File: src/rtl/obj_spawn_scheduler.sv
// obj_spawn_scheduler
//   Once per frame, picks a spawn request (a held MIDI request beats an RNG
//   request). It enforces a cooldown of frame ticks after each spawn, then
//   searches the five object slots round-robin for a free one. On success it
//   issues a one-cycle strobe with the packed object word for game logic.
// Ports:
//   clock_i, reset_i           clock, asynchronous active-high reset
//   frame_tick_i               one pulse per frame
//   slot_busy_i[4:0]           bit i set when object slot i is occupied
//   midi_req_i/id_i/y_i        one-cycle MIDI spawn request
//   rng_req_i/id_i/y_i         level RNG spawn request
//   spawn_valid_o              one-cycle load strobe
//   spawn_slot_o, spawn_word_o target slot and packed object word (held)
//   midi_ack_o, rng_ack_o      which source was served
//   active_count_o             registered popcount of slot_busy_i
//   drop_count_o               saturating count of lost requests
module obj_spawn_scheduler #(
  parameter int SCREEN_WIDTH = 1024,
  parameter int Y_BASE       = 220,
  parameter int MIN_GAP      = 8
) (
  input  logic        clock_i,
  input  logic        reset_i,
  input  logic        frame_tick_i,
  input  logic [4:0]  slot_busy_i,
  input  logic        midi_req_i,
  input  logic [1:0]  midi_id_i,
  input  logic [7:0]  midi_y_i,
  input  logic        rng_req_i,
  input  logic [1:0]  rng_id_i,
  input  logic [7:0]  rng_y_i,
  output logic        spawn_valid_o,
  output logic [2:0]  spawn_slot_o,
  output logic [25:0] spawn_word_o,
  output logic        midi_ack_o,
  output logic        rng_ack_o,
  output logic [2:0]  active_count_o,
  output logic [7:0]  drop_count_o
);

  localparam logic [10:0] SW_FIELD = 11'(SCREEN_WIDTH);
  localparam logic [9:0]  YB_FIELD = 10'(Y_BASE);
  localparam logic [3:0]  GAP      = 4'(MIN_GAP);

  typedef enum logic [1:0] {
    S_IDLE  = 2'd0,
    S_ARB   = 2'd1,
    S_SCAN  = 2'd2,
    S_ISSUE = 2'd3
  } state_t;

  state_t      state_q;
  logic        hold_valid_q;
  logic [1:0]  hold_id_q;
  logic [7:0]  hold_y_q;
  logic [3:0]  cooldown_q;
  logic [2:0]  rr_ptr_q;
  logic [2:0]  idx_q;
  logic [2:0]  scan_cnt_q;
  logic        win_midi_q;
  logic [1:0]  win_id_q;
  logic [7:0]  win_y_q;
  logic        spawn_valid_q;
  logic [2:0]  spawn_slot_q;
  logic [25:0] spawn_word_q;
  logic        midi_ack_q;
  logic        rng_ack_q;
  logic [2:0]  active_count_q;
  logic [7:0]  drop_count_q;

  logic [2:0]  idx_inc_s;
  logic        hold_consume_s;
  logic        midi_drop_s;
  logic        rng_drop_s;
  logic [1:0]  drop_inc_s;
  logic [8:0]  drop_sum_s;
  logic [7:0]  drop_count_d;
  logic [2:0]  active_count_d;
  logic [9:0]  word_y_s;

  // Next-slot index, drop accounting and slot popcount.
  always_comb begin
    idx_inc_s      = (idx_q == 3'd4) ? 3'd0 : idx_q + 3'd1;
    hold_consume_s = (state_q == S_ISSUE) && win_midi_q;
    // A new MIDI request only displaces an entry that is not leaving this cycle.
    midi_drop_s    = midi_req_i && hold_valid_q && !hold_consume_s;
    rng_drop_s     = (state_q == S_SCAN) && slot_busy_i[idx_q] &&
                     (scan_cnt_q == 3'd4) && !win_midi_q;
    drop_inc_s     = {1'b0, midi_drop_s} + {1'b0, rng_drop_s};
    drop_sum_s     = {1'b0, drop_count_q} + {7'd0, drop_inc_s};
    if (drop_sum_s > 9'd255) begin
      drop_count_d = 8'hFF;
    end else begin
      drop_count_d = drop_sum_s[7:0];
    end
    active_count_d = 3'd0;
    for (int i = 0; i < 5; i++) begin
      active_count_d = active_count_d + {2'b00, slot_busy_i[i]};
    end
    word_y_s = YB_FIELD + {2'b00, win_y_q};
  end

  // MIDI hold register, counters and the spawn FSM with its registered outputs.
  always_ff @(posedge clock_i or posedge reset_i) begin
    if (reset_i) begin
      state_q        <= S_IDLE;
      hold_valid_q   <= 1'b0;
      hold_id_q      <= 2'd0;
      hold_y_q       <= 8'd0;
      cooldown_q     <= 4'd0;
      rr_ptr_q       <= 3'd0;
      idx_q          <= 3'd0;
      scan_cnt_q     <= 3'd0;
      win_midi_q     <= 1'b0;
      win_id_q       <= 2'd0;
      win_y_q        <= 8'd0;
      spawn_valid_q  <= 1'b0;
      spawn_slot_q   <= 3'd0;
      spawn_word_q   <= 26'd0;
      midi_ack_q     <= 1'b0;
      rng_ack_q      <= 1'b0;
      active_count_q <= 3'd0;
      drop_count_q   <= 8'd0;
    end else begin
      active_count_q <= active_count_d;
      drop_count_q   <= drop_count_d;
      spawn_valid_q  <= 1'b0;
      midi_ack_q     <= 1'b0;
      rng_ack_q      <= 1'b0;

      // A request arriving in the consuming cycle wins over the clear.
      if (midi_req_i) begin
        hold_valid_q <= 1'b1;
        hold_id_q    <= midi_id_i;
        hold_y_q     <= midi_y_i;
      end else if (hold_consume_s) begin
        hold_valid_q <= 1'b0;
      end else begin
        hold_valid_q <= hold_valid_q;
      end

      case (state_q)
        S_IDLE: begin
          if (frame_tick_i) begin
            if (cooldown_q != 4'd0) begin
              cooldown_q <= cooldown_q - 4'd1;
            end else if (hold_valid_q || rng_req_i) begin
              state_q <= S_ARB;
            end else begin
              state_q <= S_IDLE;
            end
          end else begin
            state_q <= S_IDLE;
          end
        end
        S_ARB: begin
          if (hold_valid_q) begin
            win_midi_q <= 1'b1;
            win_id_q   <= hold_id_q;
            win_y_q    <= hold_y_q;
          end else begin
            win_midi_q <= 1'b0;
            win_id_q   <= rng_id_i;
            win_y_q    <= rng_y_i;
          end
          idx_q      <= rr_ptr_q;
          scan_cnt_q <= 3'd0;
          state_q    <= S_SCAN;
        end
        S_SCAN: begin
          if (!slot_busy_i[idx_q]) begin
            spawn_valid_q <= 1'b1;
            spawn_slot_q  <= idx_q;
            spawn_word_q  <= {3'b000, win_id_q, SW_FIELD, word_y_s};
            midi_ack_q    <= win_midi_q;
            rng_ack_q     <= !win_midi_q;
            state_q       <= S_ISSUE;
          end else if (scan_cnt_q == 3'd4) begin
            // Every slot busy: a MIDI winner simply stays held for a later frame.
            state_q <= S_IDLE;
          end else begin
            idx_q      <= idx_inc_s;
            scan_cnt_q <= scan_cnt_q + 3'd1;
            state_q    <= S_SCAN;
          end
        end
        S_ISSUE: begin
          rr_ptr_q   <= idx_inc_s;
          cooldown_q <= GAP;
          state_q    <= S_IDLE;
        end
        default: begin
          state_q <= S_IDLE;
        end
      endcase
    end
  end

  assign spawn_valid_o  = spawn_valid_q;
  assign spawn_slot_o   = spawn_slot_q;
  assign spawn_word_o   = spawn_word_q;
  assign midi_ack_o     = midi_ack_q;
  assign rng_ack_o      = rng_ack_q;
  assign active_count_o = active_count_q;
  assign drop_count_o   = drop_count_q;

endmodule
File: config.mk
export PLATFORM = sky130hd
export DESIGN_NAME = obj_spawn_scheduler
export DESIGN_NICKNAME = d
export VERILOG_FILES = /design/src/rtl/obj_spawn_scheduler.sv
export SDC_FILE = /design/constraint.sdc
export NUM_CORES = 1
export LEC_CHECK = 0
export BUFFER_PORTS_ARGS = -buffer_cell sky130_fd_sc_hd__buf_2
export CORE_UTILIZATION = 58
export DETAILED_ROUTE_END_ITERATION = 8
export GPL_TIMING_DRIVEN = 0
export PLACE_DENSITY = 0.81
export SLEW_MARGIN = 20
export SYNTH_ARGS = -nofsm -noshare
export SYNTH_HDL_FRONTEND = slang
export SYNTH_SLANG_ARGS = --single-unit
File: constraint.sdc
create_clock -name clock_i -period 8.05 [get_ports clock_i]
set_clock_uncertainty 0.05 [all_clocks]
set_input_delay 0.805 -clock clock_i [delete_from_list [all_inputs] [get_ports clock_i]]
set_output_delay 0.805 -clock clock_i [all_outputs]
set_load 0.02 [all_outputs]
# Word level (Yosys, flattened, before mapping)
# Index checks and enable logic that the tools add are counted.
# word_totals
regBits	67
input_bits	30
word_cells	88
# classes
n_addsub	10
n_lt_le_gt_ge	2
eq_ne	10
n_mux	30
n_bitwise	1
reduce_logical	17
# op_table
cell	count
$mux W8	2
$mux W3	5
$pmux W3 S2	2
$mux W1	11
$mux W2	5
$add A8 B2 Y9	1
$add A8 B8 Y9 const A	1
$gt A9 B8 Y1 const B	1
$mux W4	2
$pmux W2 S4	1
$pmux W4 S2	1
$add A3 B1 Y3	2
$add A3 B1 Y3 const B	2
$eq A3 B3 Y1 const B	2
$logic_and A1 B1 Y1	6
$ne A2 B2 Y1 const B	3
$reduce_and A3 Y1	2
$reduce_bool A2 Y1	3
$add A1 B1 Y2	2
$eq A2 B2 Y1 const B	2
$lt A3 B4 Y1 const B	1
$reduce_bool A4 Y1	1
$sub A4 B1 Y4 const B	1
$add A2 B1 Y3	1
9 further kinds	10

# Depth between registers and ports, before layout
# Gate-level depths: netlist of the first run.
# depth
ltp_word	9
mapped_depth	11
depth_no_buf	11

# Worst setup path after synthesis of the first run
# No wires, ideal clock.
# synth_timing
kind	input to register
from	input slot_busy_i[1]
to	register drop_count_q[0], in the netlist drop_count_o[0]
setup_time_ns	0.124
t_arrival_ns	2.813
path_slack_ns	5.062
stages	10
cell_sequence	mux2_4 > a22oi_4 > a21oi_1 > and3b_1 > fa_1 > ha_1 > and3_1 > and3_1 > nand3_1 > nand2b_1
# synth_between
elab_chain_cells	9
# synth_rtl
item	line	rtl
start, declared	25	input logic [4:0] slot_busy_i,
$bmux W1 S3 (*)	87	rng_drop_s = (state_q == S_SCAN) && slot_busy_i[idx_q] &&
$mux W1 (implied by the code) (*)	87	
$logic_and A1 B1 Y1 (*) (2 in a row)	87	
$logic_and A1 B1 Y1 (*)	88	(scan_cnt_q == 3'd4) && !win_midi_q;
$add A1 B1 Y2 (*)	89	drop_inc_s = {1'b0, midi_drop_s} + {1'b0, rng_drop_s};
$add A8 B2 Y9 (*)	90	drop_sum_s = {1'b0, drop_count_q} + {7'd0, drop_inc_s};
$gt A9 B8 Y1	91	if (drop_sum_s > 9'd255) begin
$mux W8 (*)	91	
named net drop_count_d[0]	77	logic [7:0] drop_count_d;
end signal, assigned	126	drop_count_q <= drop_count_d;
end, declared	69	logic [7:0] drop_count_q;
# Mark *: on every way through the listed nets, which the timed path passes. The rest lies on a longest branch. The select of a mux whose other input is x is not followed.
# A chain may end at the register's enable or synchronous reset.

# Worst setup path after layout of the first run
# Same ends and word-level chain as after synthesis.

==> impl_results.md, run 1 <==
- Clock Power Share: 19.7%
- Die Wd: 77.2 µm
- Min Tclk post-route: 3010 ps
- Fmax: 0.332 GHz
- Routed WL: 6180 µm
- Worst Path Max Fanout: 7
- Layout cell share with drive strength beyond 1: 33.6%
- DRT iter0 DRCs: 84
- WL/cell: 14.2 µm
- Area of placed instances: 3730 µm²
- Mapped Area: 3280 µm²
- Reg area: 1650 µm²
- Drt pass-1 iters: 4
- Final setup fails: 0
- Filler Cell Count: 383
- CTS clk-pin slew, worst paths: 70 ps
- CTS tree: done
- Row count: 26
- Hpwl dp: 4470 µm
- Post-synth top area share: 50.4%
- GR Overflow Total: 0
- Ant diodes: 0
- Post_cts resized: 0
- Sw Share: 38.2%
- Unique masters post-synth: 44
- Commonest non-fill, non-tap cell in the layout: dfrtp_1
- Post-layout net count: 407
- GRT Total Usage: 23.0%
- Vias: 2228
- Post-CTS Hold Buffers: 0
- CTS Buffer Depth: 2
- Post-synth ARST share: 100%
- Most used DFF post-synth: dfrtp_1
- Core area: 5270 µm²
- Skew-Pair Late Insertion Delay: 340 ps
- Lkg Pwr: 1.97 nW
- Max Slew Vio Count: 0
- Final core occ: 74.6%
- Register bit total from synthesis: 66
- CTS sink cnt: 66
- Internal cell power: 0.881 mW
- Crit end category: flop
- Slew HR: 56.7%
- Top post-synthesis cells by area: dfrtp_1 (50%), mux2_2 (7.6%), mux2i_1 (5.8%)
- Critical path launch point type: primary input
- Global-route wire length before repair: 10500 µm
- Vias in the first global route: 2363
- Commonest cells after routing, fill and taps aside: dfrtp_1 (66), buf_2 (58), mux2_2 (22)
- Yosys warning count: 0
- Post-route DRC violation count: 0
- Final hold vios: 0
- H-Tree Depth: 3
- Seq/Total Area, Yosys: 50.4%
- Post-route cell area: 3930 µm²
- Post-synthesis area per instance: 11.8 µm²
- Post-synth top area cell: dfrtp_1
- Vias/cell: 5.11
- Final worst path period share: 37.4%
- HP Class: in2async
- Root buffer cell: clkbuf_8
- Sequential Power Share: 38.2%
- Setup bufs post-CTS: 0
- Multi-input gate area: 1460 µm²
- PortBufs: 58
- EDFF count, synth: 0
- Least-Margin Pin Slew: 649 ps
- RSZ-0062 raised after global routing: no
- Area Growth Syn to Fin: 20.0%
- Max_cap viols: 0
- Ports: 73
- Power density over the cells: 363 nW/µm²
- Gpl congestion: 0.836
- Initial core utilization: 62.2%
- CP required: 8220 ps
- Switching power: 0.544 mW
- Total CTS buffers: 9
- Logic pwr share: 42.2%
- Worst EP arrival: 3180 ps
- Status: finished, final reports clean
- Peak VDD IR: 0.179 mV
- Setup CP Type: in2reg
- Setup tns final: 0 ps
- Cells after Synth: 278
- Largest net degree at the start of global routing: 51
- Die area: 5950 µm²
- Post-route ant nets: 0
- Initial antenna violation count: 0
- Die H: 77.2 µm
[final cells by class]
cell class	instances	area share, %
flip-flops and latches	66	42.0
multi-input cells	187	37.0
repair buffers	59	8.09
clock buffers	14	4.14
plain buffers	23	4.04
well taps	70	2.23
inverters	15	1.56
clock inverters	2	0.891
[stage by stage]
stage | hold WS [ps] | std cells | total power [mW] | setup WS, ps
after floorplan | 399 | 291 | 0.981 | 5060
after global placement | 397 | 419 | 1.12 | 4740
after detailed placement | 403 | 420 | 1.15 | 4710
after CTS | 340 | 436 | 1.44 | 5050
after global routing | 362 | 436 | 1.52 | 4920
final | 345 | 436 | 1.43 | 5040
[final timing paths]
check / start / to / slack (ps) / depth (start not counted)
hold reg to reg: spawn_word_o[20]$_DFFE_PP0P_ / spawn_word_o[20]$_DFFE_PP0P_ / 420 / 1
min in group clock_i: spawn_word_o[20]$_DFFE_PP0P_ / spawn_word_o[20]$_DFFE_PP0P_ / 420 / 1
max in group asynchronous: reset_i / hold_y_q[7]$_DFFE_PP0P_ / 7100 / 3
setup reg to reg: idx_q[1]$_DFFE_PP0P_ / drop_count_o[0]$_DFF_PP0_ / 5100 / 10
setup / recovery: slot_busy_i[1] / drop_count_o[0]$_DFF_PP0_ / 5040 / 11
hold / removal: reset_i / drop_count_o[7]$_DFF_PP0_ / 340 / 2
[state kept, by name, indices dropped and copies added, names as in the netlist]
signal	count
win_id_q	2
drop_count_o	8
hold_valid_q	1
active_count_o	3
rr_ptr_q	3
spawn_word_o	12
spawn_valid_o	1
idx_q	3
state_q	2
win_midi_q	1
win_y_q	8
cooldown_q	4
scan_cnt_q	3
midi_ack_o	1
hold_id_q	2
spawn_slot_o	3
rng_ack_o	1
hold_y_q	8
[routing by layer]
layer	share of wire, %	global-route usage (%)	vias up
met3	3.3	3.45	14
met1	43	27.4	1079
li1	-	-	1086
met5	0	0	-
met4	2.4	13.6	0
met2	51	39.3	49
[synth_stat cells, types with 2 or more instances]
library cell  count
or2b_1            2
fa_1              3
mux2_4            7
inv_1            14
nor2b_1           2
ha_1             13
nand2_1          14
nand2b_1          3
or3_1             3
nand3_1           3
xor2_1            5
dfrtp_1          66
xnor2_1           4
o22ai_1           2
and3_1            4
mux2i_1          19
a31oi_1           3
nor3b_1           2
mux2_2           22
buf_4            15
o21ai_0           7
and2b_1           2
clkbuf_1          5
buf_1             2
nor2_1           20
a21oi_1          18
[cell families after synthesis]
logic type,after synthesis,share of synthesized area [%]
buf+inv,38,6.65
xor+xnor,9,2.41
flops,66,50.4
mux,48,16.6
other cells,1,0.114
compound gates,39,7.41
simple gates,61,9.63
fa+ha+maj,16,6.80
[worst max-delay path: stages]
cell      delay, ps
buf_2           110
mux2_4          280
a22oi_4         300
a21oi_1         130
and3b_1         220
fa_1            390
ha_1            230
and3_1          210
and3_1          200
nand3_1         190
nand2b_1        100
[power groups by stage]
stage          clock network [mW]  registers (mW)  logic, mW
5_1_grt                     0.297           0.560      0.662
3_5_place_dp                    0           0.547      0.603
2_1_floorplan                   0           0.595      0.386
3_3_place_gp                    0           0.540      0.579
6_report                    0.280           0.544      0.601
4_1_cts                     0.286           0.543      0.608
(Power assumes the default switching activity.)
==> run 2, diff against run 1 <==
Settings changed: CORE_UTILIZATION 58 to 54, PLACE_DENSITY 0.81 to 0.76.
Clock period 8.05 ns to 2.8 ns, I/O delays scaled along.
==> run 2 against run 1 <==
  * Core utilization fell by 6.7 points
  * Non-clock buffer count increased by 4
  * Sequential share of layout area down 0.68 points
  * Combinational power rose to 2.9 times the previous value
  * Sequential cell count unchanged
  * Register-to-register slack lost 5000 ps
  * Die area grew 7.2%
  * Via count increased by 3.7%
  * First-iteration DRC count up 42%
  * Power grew to 2.9 times the previous value
  * Global-route usage is 1.7 points lower
  * Critical path depth fell by 1
==> impl_results.md, run 2 (synthesis gave the netlist of run 1 again) <==
- Status: finished, final reports clean
- Sequential Power Share: 37.5% (-0.7 points)
- Commonest cells after routing, fill and taps aside: dfrtp_1 (65), buf_2 (58), mux2_2 (22)
- Post-layout net count: 411 (+0.98%)
- Slew HR: 58.8% (+2.1 points)
- Setup CP Type: reg2reg
- Gpl congestion: 0.799 (-4.4%)
- Vias in the first global route: 2173 (-8.0%)
- Die area: 6380 µm² (+7.2%)
- Reg2reg path depth: 10 (unchanged)
- Post-Layout Cell Count: 445 (+2.1%)
- DP Worst Slack: -131 ps (-4840 ps)
- Die H: 79.9 µm (+3.5%)
- Largest net degree at the start of global routing: 58 (+14%)
- CP required: 3020 ps (-5200 ps)
- Hold Path Depth: 2
- Placed cells: 425 (+1.2%)
- Row count: 28 (+7.7%)
- Hpwl dp: 4320 µm (-3.4%)
- Largest register FFs: 12 (unchanged)
- Post-route cell area: 4000 µm² (+1.7%)
- Fmax: 0.371 GHz
- Ant diodes: 0 (unchanged)
- R2r startpoint: idx_q[1]$_DFFE_PP0P_
- HP Class: in2reg
- H-Tree Depth: 3 (unchanged)
- Crit-path slowest cell: dfrtp_2
- Peak VDD IR: 0.635 mV (+250%)
- Final worst path period share: 96.4%
- Die Wd: 79.9 µm (+3.5%)
- Internal cell power: 2.56 mW (+190%)
- Final hold vios: 0 (unchanged)
- Worst Min Path Start: midi_y_i[4]
- Layout cell share with drive strength beyond 1: 37.0% (+3.4 points)
- Area of placed instances: 3740 µm² (+0.17%)
- Fin Hold WS: 106 ps (-239 ps)
- Logic pwr share: 42.5% (+0.3 points)
- Worst EP arrival: 2920 ps (-260 ps)
- Core area: 5890 µm² (+12%)
- Total CTS buffers: 9 (unchanged)
- Commonest non-fill, non-tap cell in the layout: dfrtp_1
- Vias/cell: 5.19 (+1.6%)
- WHS Endpoint: hold_y_q[4]$_DFFE_PP0P_
- Root buffer cell: clkbuf_8
- Area Growth Syn to Fin: 22.0%
- Clock Power Share: 20.0% (+0.3 points)
- GRT Total Usage: 21.4% (-1.7 points)
- Worst Path Max Fanout: 5 (-2)
- Critical path launch point type: flop
- Worst path cell trace: mux2_4 -> a22oi_4 -> a21oi_1 -> and3b_1 -> fa_2 -> ha_2 -> and3_1 -> and3_1 -> nor2b_1 -> a21oi_1
- Routed WL: 6280 µm (+1.5%)
- Lkg Pwr: 2.00 nW (+1.2%)
- Vias: 2310 (+3.7%)
- GR Overflow Total: 0 (unchanged)
- Drt pass-1 iters: 6 (+2)
- Post-route ant nets: 0 (unchanged)
- Skew-Pair Late Insertion Delay: 350 ps (about the same)
- Crit. Startpoint: idx_q[1]$_DFFE_PP0P_
- CTS clk-pin slew, worst paths: 80 ps (about the same)
- Initial antenna violation count: 0 (unchanged)
- Crit-path max cell delay: 450 ps (+60 ps)
- Post-route DRC violation count: 0 (unchanged)
- Max Slew Vio Count: 0 (unchanged)
- DRT iter0 DRCs: 119 (+42%)
- WL/cell: 14.1 µm (-0.58%)
- Initial core utilization: 55.7% (-6.5 points)
- Power density over the cells: 1040 nW/µm² (+190%)
- Switching power: 1.60 mW (+190%)
- Max_cap viols: 0 (unchanged)
- Sw Share: 38.5% (+0.28 points)
- Ports: 73 (unchanged)
- PnR worst setup slack: 102 ps (-4940 ps)
- CTS tree: done
- Least-Margin Pin Slew: 615 ps (-33.7 ps)
- Worst r2r dst: drop_count_o[6]$_DFF_PP0_
- Min Tclk post-route: 2700 ps
- Worst reg2reg setup slack: 100 ps (-5000 ps)
- Crit end category: flop
- PortBufs: 58 (unchanged)
- Global-route wire length before repair: 10100 µm (-3.4%)
- Tot Pwr: 4.16 mW (+190%)
- CTS Buffer Depth: 2 (unchanged)
- CTS sink cnt: 66 (unchanged)
- Final setup fails: 0 (unchanged)
[run 2: cell count changes in the layout (fill, tap and decap cells not counted), sizes merged]
cell | before | now
clkbuf | 19 | 15
clkinv | 1 | 3
dlygate4sd3 | 0 | 1
buf | 77 | 81
clkinvlp | 0 | 1
[run 2: per-layer routing]
metal,global-route usage (%),up-vias,routed length [µm]
met1,27.1,1131,2850
met5,0,-,0
met2,33.6,72,3000
met4,11.3,0,151
li1,-,1094,-
met3,5.37,13,276
[run 2: power by group through the flow]
stage	logic, mW	registers (mW)	clock network [mW]
3_5_place_dp	1.72	1.57	0
3_3_place_gp	1.66	1.55	0
5_1_grt	1.95	1.61	0.887
6_report	1.77	1.56	0.831
2_1_floorplan	1.11	1.71	0
4_1_cts	1.75	1.56	0.845
[run 2: worst max-delay path by stage]
stage	to	slack (ps)	depth (start not counted)
after floorplan	drop_count_o[0]$_DFF_PP0_	160	10
after global placement	drop_count_o[1]$_DFF_PP0_	-110	10
after detailed placement	drop_count_o[0]$_DFF_PP0_	-130	10
after CTS	drop_count_o[6]$_DFF_PP0_	7	10
after global routing	drop_count_o[6]$_DFF_PP0_	-3	10
final	drop_count_o[6]$_DFF_PP0_	100	10
[run 2: layout make-up]
| type | instances | area [µm²] |
|---|---|---|
| plain buffers | 21 | 153 |
| fillers | 465 | 1890 |
| repair buffers | 65 | 365 |
| clock inverters | 5 | 52.6 |
| inverters | 15 | 61.3 |
| multi-input cells | 187 | 1470 |
| clock buffers | 11 | 151 |
| flip-flops and latches | 66 | 1650 |
| well taps | 75 | 93.8 |
[run 2: critical path: cells and delay by family (launching register included)]
kind	cells	cell delay, ps
AOI/OAI and AO/OA	3	460
DFF	1	450
adders and majority gates	2	570
muxes	1	330
and+or+nand+nor	4	750
[run 2: repair_timing]
item / in CTS / in global routing
hold buffers: 1 / 0
setup endpoints to repair: 7 / 7
gates resized for setup: 2 / 4
pin swaps: 1 / 0
hold endpoints to repair: 9 / 0
setup buffers: 1 / 4
[run 2: stage by stage]
stage / setup TNS [ps] / util, %
6_report: 0 / 67.9
3_3_place_gp: -706 / 63.0
3_5_place_dp: -723 / 63.5
5_1_grt: -2.71 / 67.9
4_1_cts: 0 / 67.3
2_1_floorplan: 0 / -
